### config.mk
export PLATFORM = sky130hd
export DESIGN_NAME = qq_req_arbiter_flat
export DESIGN_NICKNAME = d
export VERILOG_FILES = /design/src/rtl/qq_req_arbiter_if.sv /design/src/rtl/qq_req_arbiter.sv /design/src/flat_wrapper.sv
export SDC_FILE = /design/constraint.sdc
export NUM_CORES = 1
export LEC_CHECK = 0
export CAP_MARGIN = 20
export CORE_UTILIZATION = 46
export CTS_CLUSTER_SIZE = 16
export DETAILED_ROUTE_END_ITERATION = 10
export GPL_TIMING_DRIVEN = 0
export PLACE_DENSITY = 0.87
export REMOVE_ABC_BUFFERS = 1
export SYNTH_ARGS = -nofsm -noshare
export SYNTH_HDL_FRONTEND = slang
export SYNTH_SLANG_ARGS = --single-unit
export TNS_END_PERCENT = 50
### constraint.sdc
create_clock -name clk -period 7.9 [get_ports clk]
set_clock_uncertainty 0.2 [all_clocks]
set_input_delay 0.79 -clock clk [delete_from_list [all_inputs] [get_ports clk]]
set_output_delay 0.79 -clock clk [all_outputs]
set_load 0.05 [all_outputs]
### src/rtl/qq_req_arbiter_if.sv
`default_nettype none
// ============================================================================
// Module      : qq_req_arbiter_if
// Description : Client request/response bus and quick-queue node port of the
//               round-robin request arbiter.
// Revision    : 1.0 - initial release
// ============================================================================
interface qq_req_arbiter_if #(
    parameter int N_REQ = 4,
    parameter int W     = 32
);
    logic [N_REQ-1:0]   req_valid_i;
    logic [N_REQ-1:0]   req_op_i;
    logic [N_REQ*W-1:0] req_data_i;
    logic [N_REQ-1:0]   req_ready_o;
    logic [N_REQ-1:0]   rsp_valid_o;
    logic [W-1:0]       rsp_data_o;
    logic               rsp_err_o;
    logic [7:0]         depth_i;
    logic               q_enq_o;
    logic               q_deq_o;
    logic [W-1:0]       q_data_o;
    logic               q_done_i;
    logic [W-1:0]       q_data_i;
    logic [7:0]         count_o;
    logic               fault_o;

    // Arbiter side.
    modport master (
        input  req_valid_i, req_op_i, req_data_i, depth_i, q_done_i, q_data_i,
        output req_ready_o, rsp_valid_o, rsp_data_o, rsp_err_o,
               q_enq_o, q_deq_o, q_data_o, count_o, fault_o
    );

    // Client / node side.
    modport slave (
        output req_valid_i, req_op_i, req_data_i, depth_i, q_done_i, q_data_i,
        input  req_ready_o, rsp_valid_o, rsp_data_o, rsp_err_o,
               q_enq_o, q_deq_o, q_data_o, count_o, fault_o
    );
endinterface
`default_nettype wire

### src/rtl/qq_req_arbiter.sv
`default_nettype none
// ============================================================================
// Module      : qq_req_arbiter
// Description : Round-robin arbiter sequencing enqueue/dequeue requests from
//               N_REQ clients onto one quick-queue node, with occupancy tracking.
// Revision    : 1.0 - initial release
// ============================================================================
module qq_req_arbiter #(
    parameter int N_REQ   = 4,
    parameter int W       = 32,
    parameter int TIMEOUT = 255
) (
    input  wire logic         clk,
    input  wire logic         rst,
    qq_req_arbiter_if.master  bus
);
    localparam int PTR_W = (N_REQ > 1) ? $clog2(N_REQ) : 1;
    localparam int WD_W  = $clog2(TIMEOUT + 1);

    typedef enum logic [1:0] {
        IDLE  = 2'd0,
        ISSUE = 2'd1,
        WAIT  = 2'd2,
        RESP  = 2'd3
    } state_t;

    state_t             state_q, state_d;
    logic [PTR_W-1:0]   ptr_q, ptr_d;
    logic [PTR_W-1:0]   id_q, id_d;
    logic               op_q, op_d;
    logic [W-1:0]       data_q, data_d;
    logic [W-1:0]       rsp_data_q, rsp_data_d;
    logic               rsp_err_q, rsp_err_d;
    logic [7:0]         count_q, count_d;
    logic               fault_q, fault_d;
    logic [WD_W-1:0]    wdog_q, wdog_d;

    logic               found;
    logic [PTR_W-1:0]   win;
    logic [PTR_W-1:0]   cand;
    logic [N_REQ-1:0]   grant;

    // Search starts at ptr and wraps, so the last-served client has lowest priority.
    always_comb begin
        found = 1'b0;
        win   = '0;
        cand  = '0;
        for (int k = 0; k < N_REQ; k++) begin
            cand = PTR_W'((int'(ptr_q) + k) % N_REQ);
            if (!found && bus.req_valid_i[cand]) begin
                found = 1'b1;
                win   = cand;
            end
        end
        grant = found ? ({{(N_REQ-1){1'b0}}, 1'b1} << win) : '0;
    end

    always_comb begin
        state_d    = state_q;
        ptr_d      = ptr_q;
        id_d       = id_q;
        op_d       = op_q;
        data_d     = data_q;
        rsp_data_d = rsp_data_q;
        rsp_err_d  = rsp_err_q;
        count_d    = count_q;
        fault_d    = fault_q;
        wdog_d     = wdog_q;

        case (state_q)
            IDLE: begin
                if (found) begin
                    id_d   = win;
                    op_d   = bus.req_op_i[win];
                    data_d = bus.req_data_i[win*W +: W];
                    if (!bus.req_op_i[win] && (count_q == bus.depth_i)) begin
                        state_d    = RESP;
                        rsp_data_d = '0;
                        rsp_err_d  = 1'b1;
                    end else if (bus.req_op_i[win] && (count_q == 8'd0)) begin
                        state_d    = RESP;
                        rsp_data_d = '1;
                        rsp_err_d  = 1'b1;
                    end else begin
                        state_d = ISSUE;
                    end
                end
            end

            ISSUE: begin
                wdog_d  = '0;
                state_d = WAIT;
            end

            WAIT: begin
                if (bus.q_done_i) begin
                    rsp_data_d = op_q ? bus.q_data_i : data_q;
                    rsp_err_d  = 1'b0;
                    state_d    = RESP;
                end else if (wdog_q == WD_W'(TIMEOUT - 1)) begin
                    rsp_data_d = '0;
                    rsp_err_d  = 1'b1;
                    fault_d    = 1'b1;
                    state_d    = RESP;
                end else begin
                    wdog_d = wdog_q + WD_W'(1);
                end
            end

            RESP: begin
                if (!rsp_err_q) begin
                    count_d = op_q ? (count_q - 8'd1) : (count_q + 8'd1);
                end
                ptr_d   = (id_q == PTR_W'(N_REQ - 1)) ? '0 : (id_q + PTR_W'(1));
                state_d = IDLE;
            end

            default: state_d = IDLE;
        endcase
    end

    always_ff @(posedge clk or posedge rst) begin
        if (rst) begin
            state_q    <= IDLE;
            ptr_q      <= '0;
            id_q       <= '0;
            op_q       <= 1'b0;
            data_q     <= '0;
            rsp_data_q <= '0;
            rsp_err_q  <= 1'b0;
            count_q    <= 8'd0;
            fault_q    <= 1'b0;
            wdog_q     <= '0;
        end else begin
            state_q    <= state_d;
            ptr_q      <= ptr_d;
            id_q       <= id_d;
            op_q       <= op_d;
            data_q     <= data_d;
            rsp_data_q <= rsp_data_d;
            rsp_err_q  <= rsp_err_d;
            count_q    <= count_d;
            fault_q    <= fault_d;
            wdog_q     <= wdog_d;
        end
    end

    assign bus.req_ready_o = (state_q == IDLE) ? grant : '0;
    assign bus.rsp_valid_o = (state_q == RESP) ? ({{(N_REQ-1){1'b0}}, 1'b1} << id_q) : '0;
    assign bus.rsp_data_o  = rsp_data_q;
    assign bus.rsp_err_o   = rsp_err_q;
    assign bus.q_enq_o     = (state_q == ISSUE) && !op_q;
    assign bus.q_deq_o     = (state_q == ISSUE) && op_q;
    assign bus.q_data_o    = data_q;
    assign bus.count_o     = count_q;
    assign bus.fault_o     = fault_q;

endmodule
`default_nettype wire

### src/flat_wrapper.sv
// flat-port wrapper written by rule: the top's interface ports become plain ports
module qq_req_arbiter_flat 
#(
    parameter int N_REQ   = 4,
    parameter int W       = 32,
    parameter int TIMEOUT = 255
)
  (clk, rst, bus_req_valid_i, bus_req_op_i, bus_req_data_i, bus_depth_i, bus_q_done_i, bus_q_data_i, bus_req_ready_o, bus_rsp_valid_o, bus_rsp_data_o, bus_rsp_err_o, bus_q_enq_o, bus_q_deq_o, bus_q_data_o, bus_count_o, bus_fault_o);
  qq_req_arbiter_if #(.N_REQ(N_REQ), .W(W)) bus_i ();
  input  wire logic clk;
  input  wire logic rst;
  input wire logic [$bits(bus_i.req_valid_i)-1:0] bus_req_valid_i;
  input wire logic [$bits(bus_i.req_op_i)-1:0] bus_req_op_i;
  input wire logic [$bits(bus_i.req_data_i)-1:0] bus_req_data_i;
  input wire logic [$bits(bus_i.depth_i)-1:0] bus_depth_i;
  input wire logic [$bits(bus_i.q_done_i)-1:0] bus_q_done_i;
  input wire logic [$bits(bus_i.q_data_i)-1:0] bus_q_data_i;
  output wire logic [$bits(bus_i.req_ready_o)-1:0] bus_req_ready_o;
  output wire logic [$bits(bus_i.rsp_valid_o)-1:0] bus_rsp_valid_o;
  output wire logic [$bits(bus_i.rsp_data_o)-1:0] bus_rsp_data_o;
  output wire logic [$bits(bus_i.rsp_err_o)-1:0] bus_rsp_err_o;
  output wire logic [$bits(bus_i.q_enq_o)-1:0] bus_q_enq_o;
  output wire logic [$bits(bus_i.q_deq_o)-1:0] bus_q_deq_o;
  output wire logic [$bits(bus_i.q_data_o)-1:0] bus_q_data_o;
  output wire logic [$bits(bus_i.count_o)-1:0] bus_count_o;
  output wire logic [$bits(bus_i.fault_o)-1:0] bus_fault_o;
  assign bus_i.req_valid_i = bus_req_valid_i;
  assign bus_i.req_op_i = bus_req_op_i;
  assign bus_i.req_data_i = bus_req_data_i;
  assign bus_i.depth_i = bus_depth_i;
  assign bus_i.q_done_i = bus_q_done_i;
  assign bus_i.q_data_i = bus_q_data_i;
  assign bus_req_ready_o = bus_i.req_ready_o;
  assign bus_rsp_valid_o = bus_i.rsp_valid_o;
  assign bus_rsp_data_o = bus_i.rsp_data_o;
  assign bus_rsp_err_o = bus_i.rsp_err_o;
  assign bus_q_enq_o = bus_i.q_enq_o;
  assign bus_q_deq_o = bus_i.q_deq_o;
  assign bus_q_data_o = bus_i.q_data_o;
  assign bus_count_o = bus_i.count_o;
  assign bus_fault_o = bus_i.fault_o;
  qq_req_arbiter #(.N_REQ(N_REQ), .W(W), .TIMEOUT(TIMEOUT)) u_core (.clk(clk), .rst(rst), .bus(bus_i));
endmodule
## Word level (Yosys, flattened, before mapping)

Index checks and enable logic that the tools add are counted.

| storage, ports and cells | value |
|---|---|
| flip-flop bits (word level) | 89 |
| input bits | 179 |
| word-level logic and storage cells | 105 |
| output and inout port bits | 84 |

| cells by class | value |
|---|---|
| equality and inequality tests | 11 |
| shift-type cells | 3 |
| $add $sub $neg | 7 |
| bitwise gates (word level) | 2 |
| magnitude comparators | 5 |
| reduce and logical (&&, ||, !) cells | 22 |
| muxes and demuxes | 45 |

Operators by type and width:

| kind | number |
|---|---|
| 32-bit 2-to-1 mux | 6 |
| 128-bit by 8-bit indexed part select with 32-bit output | 1 |
| 32-bit one-hot mux with 2 select lines | 1 |
| 8-bit 2-to-1 mux | 3 |
| 2-bit 2-to-1 mux | 10 |
| 8-bit by 1-bit adder with 8-bit output, second input constant | 2 |
| 8-bit one-hot mux with 2 select lines | 1 |
| 2-bit by 3-bit < comparator with 1-bit output, second input constant | 5 |
| 1-bit 2-to-1 mux | 14 |
| 4-bit 2-to-1 mux | 3 |
| 1-bit binary-select mux with 2-bit select | 5 |
| 8-bit == test | 1 |
| 8-bit == test, second input constant | 1 |
| 8-bit logical NOT | 1 |
| 2-bit one-hot mux with 4 select lines | 1 |
| 1-bit by 2-bit << shifter with 4-bit output, first input constant | 2 |
| 8-bit by 1-bit subtractor with 8-bit output, second input constant | 1 |
| 1-bit logical AND | 7 |
| 2-bit == test, second input constant | 3 |
| 2-bit AND reduction | 3 |
| 3-bit AND reduction | 2 |
| 1-bit logical NOT | 5 |
| 2-bit by 1-bit adder with 2-bit output, second input constant | 2 |
| 2-bit adder, second input constant | 2 |
| 10 further kinds | 13 |

## Depth between registers and ports, before layout

Gate-level depths: netlist of run 1.

| logic depth | value |
|---|---|
| depth in word-level cells | 19 |
| mapped depth | 10 |
| mapped depth without buffers | 9 |

## Worst setup path before layout of run 1

Ideal clock, no wire load.

| path | value |
|---|---|
| path kind | in2out |
| start point | in bus_req_valid_i[1] |
| end point | out bus_req_ready_o[0] |
| required time | 6.910 ns |
| setup slack | 3.991 ns |
| buffers on the path | 3 |
| data arrival time | 2.919 ns |
| stages on the path | 6 |
| path through | mux2_4 > o221a_1 > buf_6 > clkbuf_1 > clkbuf_1 > nor3_1 |

| between the ends | value |
|---|---|
| cells in the longest elaborated chain, start to end | 15 |
| elaborated cells on any way between the ends | 25 |
| classes of those cells | shift: 1; mux: 18; reduce/logical: 6 |

RTL lines:

| element | line | source |
|---|---|---|
| from (decl) | flat_wrapper.sv:12 | `input wire logic [$bits(bus_i.req_valid_i)-1:0] bus_req_valid_i;` |
| 1-bit binary-select mux with 2-bit select | qq_req_arbiter.sv:50 | `if (!found && bus.req_valid_i[cand]) begin` |
| 1-bit 2-to-1 mux (implied by the code) | qq_req_arbiter.sv:50 |  |
| 1-bit 2-to-1 mux | qq_req_arbiter.sv:50 |  |
| 1-bit logical NOT | qq_req_arbiter.sv:50 |  |
| 1-bit logical AND | qq_req_arbiter.sv:50 |  |
| 1-bit 2-to-1 mux | qq_req_arbiter.sv:50 |  |
| 1-bit logical NOT | qq_req_arbiter.sv:50 |  |
| 1-bit logical AND | qq_req_arbiter.sv:50 |  |
| 1-bit 2-to-1 mux | qq_req_arbiter.sv:50 |  |
| 1-bit logical NOT | qq_req_arbiter.sv:50 |  |
| 1-bit logical AND | qq_req_arbiter.sv:50 |  |
| 2-bit 2-to-1 mux | qq_req_arbiter.sv:50 |  |
| 1-bit by 2-bit << shifter with 4-bit output | qq_req_arbiter.sv:55 | `grant = found ? ({{(N_REQ-1){1'b0}}, 1'b1} << win) : '0;` |
| 4-bit 2-to-1 mux (*) | qq_req_arbiter.sv:55 |  |
| 4-bit 2-to-1 mux (*) | qq_req_arbiter.sv:148 | `assign bus.req_ready_o = (state_q == IDLE) ? grant : '0;` |
| to (decl) | flat_wrapper.sv:18 | `output wire logic [$bits(bus_i.req_ready_o)-1:0] bus_req_ready_o;` |

Mark *: on every way between the ends. The rest lies on a longest branch, timed or not. The select of a mux whose other input is x is not followed.

## Worst setup path in the final report of run 1

| path | value |
|---|---|
| start point | in bus_req_valid_i[2] |
| end point | out bus_req_ready_o[1] |

Same word-level chain as after synthesis.

==> run metrics, run 1 <==
status=finished clean; vias in the first global route=5683; clock slew at reported path FFs=70 ps; most frequent CP cell=clkdlybuf4s50_1; area delta synth->final=54.2%; Final Instance Area=between 0.008 and 0.009 sq mm; fin nets=just over 1000; met3 WL post-DR=1110 um; root buffer cell=clkbuf_16; Slowest cell on crit path=clkdlybuf4s50_1; Vias=5552; Lkg Pwr=3.90 nW; TritonRoute pass-1 iters=6; critical path class=input pin to output port; Vias/cell=5.55; Die W=approximately 110 um; max layer used=met4; wl on met1=7030 um; CP max stage delay=740 ps; Power Total=just under 4 mW; CTS sink count=89; grt ovf=0; Site Rows=40; fin. max-slew vios=0; share of cells above drive strength 1=under 10%; I/O pins=around 260; Worst Min Path Start=u_core.bus.fault_o$_DFFE_PP0P_; Gates resized, CTS repair=0; initial antenna violation count=0; maximum VDD drop=0.202 mV; Post-Syn Area=approximately 0.0058 sq mm; Ys Warns=0; core area=0.0122 sq mm; hold path endpoint=u_core.bus.fault_o$_DFFE_PP0P_; Syn Area/Cell=9.88 sq um; Max Cap Viol=0; setup TNS=0 ps; Placed Area=between 0.008 and 0.009 sq mm; clock latency on the worst-skew pair=between 300 and 400 ps; EDFF count, synth=0; CTS Buffer Depth=2; Worst Path Required=6910 ps; crit path time final=4630 ps; Hold Path Class=flop to flop; # fillers=roughly 860; Synth async-reset ratio=100%; Worst Reg2Reg Path Length in Cells=9; Relative slew margins=between 30 and 40%; Reg-to-Reg End=u_core.bus.rsp_data_o[8]$_DFFE_PP0P_; WHS Path Cells=1; crit path launch type=input pin; CTS H-Tree Depth=3; fmax=roughly 220 MHz; IO Port Bufs=262; DR WL/cell=18.1 um; CTS tree=done; Cell Pwr Density=439 mW/mm^2; largest net degree at the start of global routing=69; Post-route DRC=0; Setup crit end kind=output port; CTS Buf Count=9; Fin Hold WS=around 270 ps; RSZ-0062 raised after global routing=false; met2 WL=9570 um; dominant synthesized flop cell=dfrtp_1; first-pass GRT wire length=28200 um; Final setup viols=0; Top delay family on crit path=buffers and inverters; reg2reg setup slack=4210 ps; Vert. Die Dim=around 110 um; aggregate global-route resource usage=27.5%; gpl congestion=0.810; register area share after synthesis=38.3%; Die ar.=0.0131 sq mm; crit share post-route=between 50% and 60%; Final Hold Fails=0; Worst Path Arrival=3640 ps; Cells after Synth=589; Sequential Area=0.00223 sq mm; cells along the critical path=clkdlybuf4s50_1, or4_1, nand2_2, buf_12, or3_1, nor2_1, clkdlybuf4s50_1; Slew @ Worst Pin=963 ps; initial drt markers=259; Critical Path Fanout Max=45; multi-input logic area=0.00333 sq mm; Post-CTS Setup Repair Bufs=0; Initial Util=47.9%; HPWL Detailed=13400 um; hold_buf cts=0; Netlist cell types=46; Routed Antenna Nets=0; Buf/Inv on CP=3; Yosys reg bits=89; DRT Wirelength=18100 um; r2r startpoint=u_core.ptr_q[1]$_DFFE_PP0P_; ANT cells=0
==> synthesized netlist by cell type, types with 2 or more instances <==
library cell / instances / share of area (%)
a21o_1: 37 / 4.8
or2_2: 2 / 0.21
a311oi_1: 32 / 4.8
o21bai_1: 32 / 4.1
o21ai_0: 16 / 1.4
o31ai_1: 3 / 0.39
a211oi_1: 32 / 4.1
ha_1: 16 / 3.4
inv_1: 14 / 0.90
or3_1: 3 / 0.32
and2_1: 36 / 3.9
mux2_4: 31 / 8.0
a21oi_1: 6 / 0.52
nor4_1: 5 / 0.54
buf_12: 3 / 1.0
nand3_1: 3 / 0.26
xor2_1: 15 / 2.3
dfrtp_1: 89 / 38
buf_1: 4 / 0.26
mux2_2: 5 / 0.97
nand4_1: 3 / 0.32
nand2_1: 83 / 5.4
nor3_1: 4 / 0.34
xnor2_1: 3 / 0.45
nor2_1: 16 / 1.0
mux2i_1: 34 / 5.8
nor2b_1: 6 / 0.64
clkbuf_1: 35 / 2.3
nand2b_1: 4 / 0.43
==> flip-flops by register name, summed over array words and instances, names as in the netlist <==
| name | cells |
|---|---|
| u_core.bus.fault_o | 1 |
| u_core.bus.rsp_err_o | 1 |
| u_core.op_q | 1 |
| u_core.wdog_q | 8 |
| u_core.ptr_q | 2 |
| u_core.bus.q_data_o | 32 |
| u_core.bus.rsp_data_o | 32 |
| u_core.id_q | 2 |
| u_core.state_q | 2 |
| u_core.bus.count_o | 8 |
==> routing by layer <==
metal	up-vias	GRT usage (%)
met4	0	10.6
met1	2701	30.3
met3	37	5.51
met5	-	0
met2	223	51.8
li1	2591	-
==> through the flow <==
stage                     cells  setup WS (ps)  util (%)
final                      1000           3270      73.8
after global routing       1000           3190      73.8
after CTS                   999           3040      73.6
after detailed placement    983           2790      71.0
after global placement      975           1310      69.3
after floorplan             545           3030         -
==> worst max-delay path by stage <==
stage / to / slack, ps / depth (start not counted) / startpoint
3_5_place_dp: u_core.bus.rsp_data_o[8]$_DFFE_PP0P_ / 2790 / 10 / bus_req_valid_i[0]
2_1_floorplan: bus_req_ready_o[0] / 3030 / 4 / bus_req_valid_i[2]
3_3_place_gp: bus_req_ready_o[0] / 1310 / 6 / bus_req_valid_i[2]
5_1_grt: bus_req_ready_o[1] / 3190 / 7 / bus_req_valid_i[3]
4_1_cts: bus_req_ready_o[2] / 3040 / 6 / bus_req_valid_i[0]
6_report: bus_req_ready_o[1] / 3270 / 7 / bus_req_valid_i[2]
==> cell type report <==
cell class / count / area share [%]
clock inverters: 7 / 1.05
clock buffers: 9 / 2.51
inverters: 14 / 0.613
multi-input cells: 442 / 37.1
well taps: 168 / 2.34
repair buffers: 271 / 31.6
flip-flops and latches: 89 / 24.8
==> worst reg2reg max path: cells and delay by family, from the launching register on <==
kind                   cells  cell delay, ps
buffers and inverters      2             400
multiplexers               3             830
flip-flops                 1             450
AO/OA/AOI/OAI              3            1490
AND/OR/NAND/NOR            1             200
==> kinds of logic after synthesis <==
| group | synth area share, % |
|---|---|
| xor gates and xnor gates | 2.71 |
| AOI/OAI and AO/OA | 21.5 |
| DFF | 38.3 |
| muxes | 15.0 |
| buffers and inverters | 4.73 |
| and+or+nand+nor | 14.0 |
| adders and majority gates | 3.78 |
==> power by group <==
part / switching, mW / leakage [nW] / internal (mW)
clock network: 0.186 / 0.152 / 0.277
logic: 1.52 / 2.71 / 1.12
registers: 0.186 / 1.04 / 0.655
==> cells in the final DEF (no fill, tap or decap), types with 6 or more instances in the layout <==
cell             synthesis  final
and2_1                  36     36
a211oi_1                32     32
a21oi_1                  6      6
inv_1                   14     13
nor2_1                  16     15
o21bai_1                32     32
xor2_1                  15     15
mux2_4                  31     31
a21o_1                  37     37
clkdlybuf4s50_1          0    262
a311oi_1                32     32
nor2b_1                  6      6
nand2_1                 83     82
clkbuf_16                0      9
dfrtp_1                 89     88
ha_1                    16     16
o21ai_0                 16     16
mux2i_1                 34     34
Power figures use the tool's default switching activity.
==> inputs of run 2 (changes only) <==
--- a/config.mk
+++ b/config.mk
@@ -6,11 +6,11 @@
 export NUM_CORES = 1
 export LEC_CHECK = 0
 export CAP_MARGIN = 20
-export CORE_UTILIZATION = 46
+export CORE_UTILIZATION = 39
 export CTS_CLUSTER_SIZE = 16
 export DETAILED_ROUTE_END_ITERATION = 10
 export GPL_TIMING_DRIVEN = 0
-export PLACE_DENSITY = 0.87
+export PLACE_DENSITY = 0.79
 export REMOVE_ABC_BUFFERS = 1
 export SYNTH_ARGS = -nofsm -noshare
 export SYNTH_HDL_FRONTEND = slang
==> constraint.sdc (replaced) <==
create_clock -name clk -period 4 [get_ports clk]
set_clock_uncertainty 0.2 [all_clocks]
set_input_delay 0.4 -clock clk [delete_from_list [all_inputs] [get_ports clk]]
set_output_delay 0.4 -clock clk [all_outputs]
set_load 0.05 [all_outputs]
==> run 2 against run 1 <==
Critical endpoint unchanged. Final area decreased by 0.32%. Largest power group unchanged. Count of clock-buffer cells in the layout increased by 2. Die area rose by 18%. Largest cell class unchanged. Combinational power grew 90%.
==> run metrics, run 2 (same netlist as run 1, synthesis figures left out) <==
status=finished clean; # fillers=1249; Initial Util=40.1%; HPWL Detailed=12600 um; Post-CTS Setup Repair Bufs=0; most frequent cells in the layout=clkdlybuf4s50_1, dfrtp_1, nand2_1, a21o_1, and2_1; core area=about 0.015 sq mm; Cell Pwr Density=850 mW/mm^2; TritonRoute pass-1 iters=4; first-pass GRT wire length=26600 um; DRT Wirelength=around 17000 um; Slew @ Worst Pin=827 ps; most common cell after layout, fill and taps aside=clkdlybuf4s50_1; switch share=47.4%; Post-route DRC=0; clock latency on the worst-skew pair=340 ps; ANT cells=0; CTS Buffer Depth=2; Reg-to-Reg End=u_core.bus.rsp_data_o[29]$_DFFE_PP0P_; Vias/cell=5.24; Core Util, Final=61.6%; largest net degree at the start of global routing=72; Final Hold Fails=0; Worst Min Path Start=u_core.bus.fault_o$_DFFE_PP0P_; DR WL/cell=16.8 um; Lkg Pwr=3.88 nW; Die ar.=roughly 0.015 sq mm; Vias=5305; Critical Path Fanout Max=71; Internal Power=4.00 mW; reg2reg setup slack=a little over 400 ps; fmax=262 MHz; Net Sw Power=3.61 mW; Hold Path Class=flop to flop; Comb power frac=66.0%; multi-input logic area=0.00334 sq mm; CTS sink count=between 80 and 90; fin. max-slew vios=0; Worst Reg2Reg Path Length in Cells=8; Vert. Die Dim=124 um; clock slew at reported path FFs=approximately 60 ps; Power Total=7.61 mW; initial drt markers=about 190; GRT met3 Usage=roughly 4.3%; CTS tree=done; RSZ-0062 raised after global routing=false; WHS Path Cells=1; Routed Antenna Nets=0; I/O pins=263; grt ovf=0; gpl congestion=0.807; CTS H-Tree Depth=3; hold path endpoint=u_core.bus.fault_o$_DFFE_PP0P_; grt peak-use layer=met2; Worst Path Required=3400 ps; fin nets=1021; maximum VDD drop=0.462 mV; Final setup viols=0; Clk pwr share=about an eighth; crit share post-route=95.5%; Max Cap Viol=0; Setup crit end kind=output port; fin worst setup slack=180 ps; critical path class=input pin to output port; Die W=124 um; root buffer cell=clkbuf_16; r2r startpoint=u_core.ptr_q[1]$_DFFE_PP0P_; Relative slew margins=44.9%; IO Port Bufs=262; grt met1 use=27.5%; DP Worst Slack=-281 ps; sequential power share=21.9%; Site Rows=44; Worst Path Arrival=3220 ps; initial antenna violation count=0; share of cells above drive strength 1=approximately 8.3%; crit path launch type=input pin; met2 Usage GRT=between 30% and 40%; area delta synth->final=53.7%; CTS Buf Count=9; Sequential Area=0.00223 sq mm; crit path time final=around 3800 ps; aggregate global-route resource usage=22.5%; worst setup path startpoint=bus_req_valid_i[3]; vias in the first global route=5321
## run 2: power by group through the flow
| stage | clock network (mW) | logic [mW] | registers (mW) |
|---|---|---|---|
| floorplan | 0 | 2.32 | 2.77 |
| global placement | 0 | 4.86 | 1.72 |
| detailed placement | 0 | 5.06 | 1.68 |
| CTS | 0.937 | 5.07 | 1.67 |
| global route | 0.976 | 5.39 | 1.73 |
| finish | 0.921 | 5.02 | 1.67 |
## run 2: stage by stage
stage | TNS (ps) | instances | hold WS, ps | cell area, sq um
2_1_floorplan | -5790 | 545 | 300 | 5600
3_5_place_dp | -4760 | 998 | 247 | 8630
5_1_grt | 0 | 1012 | 268 | 8950
6_report | 0 | 1012 | 256 | 8950
3_3_place_gp | -157300 | 991 | 244 | 8450
4_1_cts | 0 | 1012 | 259 | 8940
## run 2: how the worst max path moves through the flow
stage	to	slack, ps	cells after the start
3_5_place_dp	u_core.bus.rsp_data_o[29]$_DFFE_PP0P_	-280	9
4_1_cts	u_core.bus.rsp_data_o[29]$_DFFE_PP0P_	70	9
6_report	bus_req_ready_o[1]	180	6
2_1_floorplan	u_core.bus.rsp_data_o[28]$_DFFE_PP0P_	-230	7
3_3_place_gp	bus_req_ready_o[0]	-1980	6
5_1_grt	u_core.bus.rsp_data_o[29]$_DFFE_PP0P_	40	9
## run 2: final cells by class
| type | instances | share of cell area, % |
|---|---|---|
| multi-input combinational | 442 | 37.3 |
| sequential | 89 | 24.9 |
| inverter | 14 | 0.615 |
| clock inverter | 3 | 0.727 |
| clock buffer | 11 | 2.83 |
| timing repair buffer | 269 | 31.0 |
| tap | 184 | 2.57 |
## run 2: routing by layer
layer  up-vias  part of all wire (%)
met5         -                     0
met4         0                   1.9
met3        21                   5.3
met2       164                    51
met1      2538                    42
li1       2582                     -
## run 2: repair_timing
action / CTS / global route
endpoints found under the setup margin: 0 / 20
hold buffers: 0 / 0
resized for setup: 0 / 1
## run 2: worst max-delay path: stages
cell and delay [ps]:
clkdlybuf4s50_1 470, or4_1 630, nand2_4 600, or3_1 260, nor2_1 60, clkdlybuf4s50_1 710
==> edit 1 (config.mk and constraints of run 1) <==
`N_REQ` is set to 4 in 3 places; all go to 8.
--- a/src/rtl/qq_req_arbiter_if.sv
+++ b/src/rtl/qq_req_arbiter_if.sv
@@ -8,3 +8,3 @@
 interface qq_req_arbiter_if #(
-    parameter int N_REQ = 4,
+    parameter int N_REQ = 8,
     parameter int W     = 32
--- a/src/rtl/qq_req_arbiter.sv
+++ b/src/rtl/qq_req_arbiter.sv
@@ -8,3 +8,3 @@
 module qq_req_arbiter #(
-    parameter int N_REQ   = 4,
+    parameter int N_REQ   = 8,
     parameter int W       = 32,
--- a/src/flat_wrapper.sv
+++ b/src/flat_wrapper.sv
@@ -3,3 +3,3 @@
 #(
-    parameter int N_REQ   = 4,
+    parameter int N_REQ   = 8,
     parameter int W       = 32,
Interface: changed (5 resized); port bits go from 263 to 407. The function was not compared with the original's and may differ.
==> edit 1 against run 1 <==
Design area increased by 41%. Critical path depth rose by 8. Setup slack worse by 2.3 ns. Synthesized cell count up 72%. Synthesized area rose by 36%. Total power increased by 87%. Sequential cell count grew 2. Wire length up 87%.
==> edit 1: results <==
[detailed_routing]
routed.top_layer = met5
vias_per_cell = 5.734
dr.pass1.iters = 5
wirelength_um = 33820

[outcome]
status = complete, no violations

[global_routing]
grt_max_degree = 77
antenna_found_initial = 16
grt_pass1_vias = 8875
grtUsageMet3_pct = 6.240
grt_pass1_wl_um = 50220

[worst_setup_path]
worstSetupPathType = flop to flop
rrSetupSlack_ns = 0.93
r2r_end = u_core.bus.rsp_data_o[28]$_DFFE_PP0P_
worstPathMaxFanout = 29

[place]
portBuffers = 406
dpl_cell_area_um2 = 12340
place_ws_ns = 0.9743

[yosys]
muxShareOfSynthArea_pct = 16.48
synthTopCellsByCount = nand2_1 (316), dfrtp_1 (91), nand3_1 (68)
synth_top_family_by_area = simple AND/OR/NAND/NOR gates
synth_xor_area_share_pct = 2.426

[timing]
slew_headroom_pct = 34.20
min_period_ns = 6.972

[final_layout]
fill_cells = 1287
drive_gt1_share_pct = 6.735
## edit 1: final cells by class
| class | count | area, um^2 | area share, % |
|---|---|---|---|
| clock buffer | 10 | 239.0 | 1.884 |
| tap | 220 | 275.3 | 2.170 |
| clock inverter | 4 | 51.30 | 0.4044 |
| sequential | 91 | 2278 | 17.96 |
| multi-input combinational | 820 | 5290 | 41.70 |
| inverter | 20 | 77.57 | 0.6115 |
| timing repair buffer | 421 | 4439 | 34.99 |
| antenna | 14 | 35.03 | 0.2762 |
## edit 1: worst min path at each step
| stage | to |
|---|---|
| floorplan | u_core.state_q[1]$_DFFE_PP0P_ |
| global placement | u_core.bus.fault_o$_DFFE_PP0P_ |
| detailed placement | u_core.bus.fault_o$_DFFE_PP0P_ |
| CTS | u_core.bus.fault_o$_DFFE_PP0P_ |
| global route | u_core.bus.fault_o$_DFFE_PP0P_ |
| finish | u_core.bus.fault_o$_DFFE_PP0P_ |
==> edit 2 (flow settings as in run 1) <==
Without the edit above. Make the reset (`rst`) synchronous in one clocked block.
--- a/src/rtl/qq_req_arbiter.sv
+++ b/src/rtl/qq_req_arbiter.sv
@@ -121,3 +121,3 @@
 
-    always_ff @(posedge clk or posedge rst) begin
+    always_ff @(posedge clk) begin
         if (rst) begin
Function: differs if rst is asserted again (counterexample within 4 cycles, from zero or initial values and one cycle with rst high); with rst held inactive, the same outputs for 4 cycles.
==> edit 2 against run 1 <==
Wire length up 0.31%. Total power down 30%. Final cell count increased by 13%. Non-clock buffer count shrank 1. Synthesized area shrank 6.3%. Sequential cell count did not move. Design area shrank 4.8%. Setup slack got worse by 0.25 ns. Critical path type unchanged. Critical endpoint unchanged. Largest cell class unchanged.
==> edit 2: results <==
[final_layout]
fill_cells = 924
drive_gt1_share_pct = 3.838
nets = 1181

[place]
portBuffers = 262
gp_congestion = 0.8349
hpwl_um = 12720
placed_cells = 1117

[detailed_routing]
vias = 6081
wirelength_um = 18180
drt_iter0_drc = 364
dr.pass1.iters = 5
route.detailed.wl_per_inst_um = 16.04

[power]
peakVddDrop_v = 0.0002520
p_sw_share_pct = 46.89
p_leak_nw = 3.354

[cts]
post_cts_buffers = 0
clock_path_buffers = 2
cts_buffers = 9
cts.clk_slew.worst_paths_ns = 0.06
clk_latency_ns = 0.33
ctsResizeCount = 0

[worst_setup_path]
worstPathMaxFanout = 37
crit_slowest_cell = clkdlybuf4s50_1
crit_arrival_ns = 3.90
rrSetupSlack_ns = 4.47
cp_top_family = simple AND/OR/NAND/NOR gates
max_stage_delay_ns = 0.81

[timing]
drv_slew = 0
hold_slack_ns = 0.2719
tightest_slew_ns = 0.9242

[yosys]
yosys_warnings = 0
synthDistinctLibCells = 48
syn-mean-instance-area_um2 = 7.194
yosys_most_used_dff = dfxtp_1
async_flop_share_pct = 0
synthTopCellsByCount = nand2_1 (191), nand3_1 (98), dfxtp_1 (89)
ys_seq_area_share_pct = 32.68
ys_top_cells_by_area = dfxtp_1 (33%), nand2_1 (13%), nand3_1 (9.0%), mux2i_1 (6.2%), o22a_1 (5.1%)

[hold_path]
hold_class = flop to flop

[global_routing]
grt_pass1_wl_um = 29040
grt_max_degree = 87
grt_pass1_vias = 5905
grt_use_total_pct = 29.21

[outcome]
status = complete, no violations
[edit 2: cell count changes in the layout (fill, tap and decap cells not counted), moves of 34 or more]
cell and delta:
nand2_1 +108, nand3_1 +95, dfrtp_1 -88, dfxtp_1 +88, nor2_1 +46, a21oi_1 +41, a21o_1 -35, nor2b_1 +34
[edit 2: routing by layer]
layer / vias up / wire, um / share of wire, % / global-route usage, %
met5: - / 0 / 0 / 0
met4: 0 / 382 / 2.1 / 8.711
met3: 26 / 1121 / 6.2 / 6.178
met2: 214 / 9298 / 51 / 53.83
met1: 2821 / 7371 / 41 / 33.57
li1: 3020 / - / - / -
[edit 2: final cells by class]
class                   count  area (um^2)  share of cell area (%)
flip-flops and latches     89         1783                   20.86
clock inverters             5        62.56                  0.7321
well taps                 143        178.9                   2.094
clock buffers              11        242.7                   2.840
multi-input cells         605         3423                   40.06
inverters                  10        37.54                  0.4392
repair buffers            270         2818                   32.97
[edit 2: per-stage QoR]
step	setup slack (ns)	utilization [%]	area (um^2)
floorplan	3.476	-	5213
global placement	1.796	69.89	8014
detailed placement	3.022	71.86	8240
CTS	2.999	74.52	8546
global route	2.850	74.52	8546
finish	3.012	74.52	8546
[edit 2: worst paths after layout]
check                                     endpoint                                 start  depth (start not counted)
max reg2reg  u_core.bus.rsp_data_o[6]$_SDFFE_PP0P_          u_core.ptr_q[0]$_SDFFE_PP0P_                          8
min           u_core.bus.q_data_o[15]$_SDFFE_PP0P_  u_core.bus.q_data_o[15]$_SDFFE_PP0P_                          2
max                             bus_req_ready_o[1]                    bus_req_valid_i[1]                          7
min reg2reg   u_core.bus.q_data_o[15]$_SDFFE_PP0P_  u_core.bus.q_data_o[15]$_SDFFE_PP0P_                          2
[edit 2: logic make-up after synthesis]
logic type                 synth area share (%)
buffers and inverters                     5.094
adders and majority gates                 4.039
AOI/OAI and AO/OA                         12.94
and+or+nand+nor                           35.84
xor gates and xnor gates                  2.891
muxes                                     6.517
DFF                                       32.68
[edit 2: power groups by stage]
stage | Combinational [mW] | Sequential (mW) | Clock (mW)
after floorplan | 0.585 | 1.12 | 0
after global placement | 1.55 | 0.708 | 0
after detailed placement | 1.64 | 0.699 | 0
after CTS | 1.65 | 0.691 | 0.447
after global routing | 1.74 | 0.710 | 0.465
final | 1.64 | 0.692 | 0.443
[edit 2: worst min-delay path: stages, from the launching register on]
cell     delay (ns)
dfxtp_1        0.32
nand2_1        0.05
a21oi_1        0.05
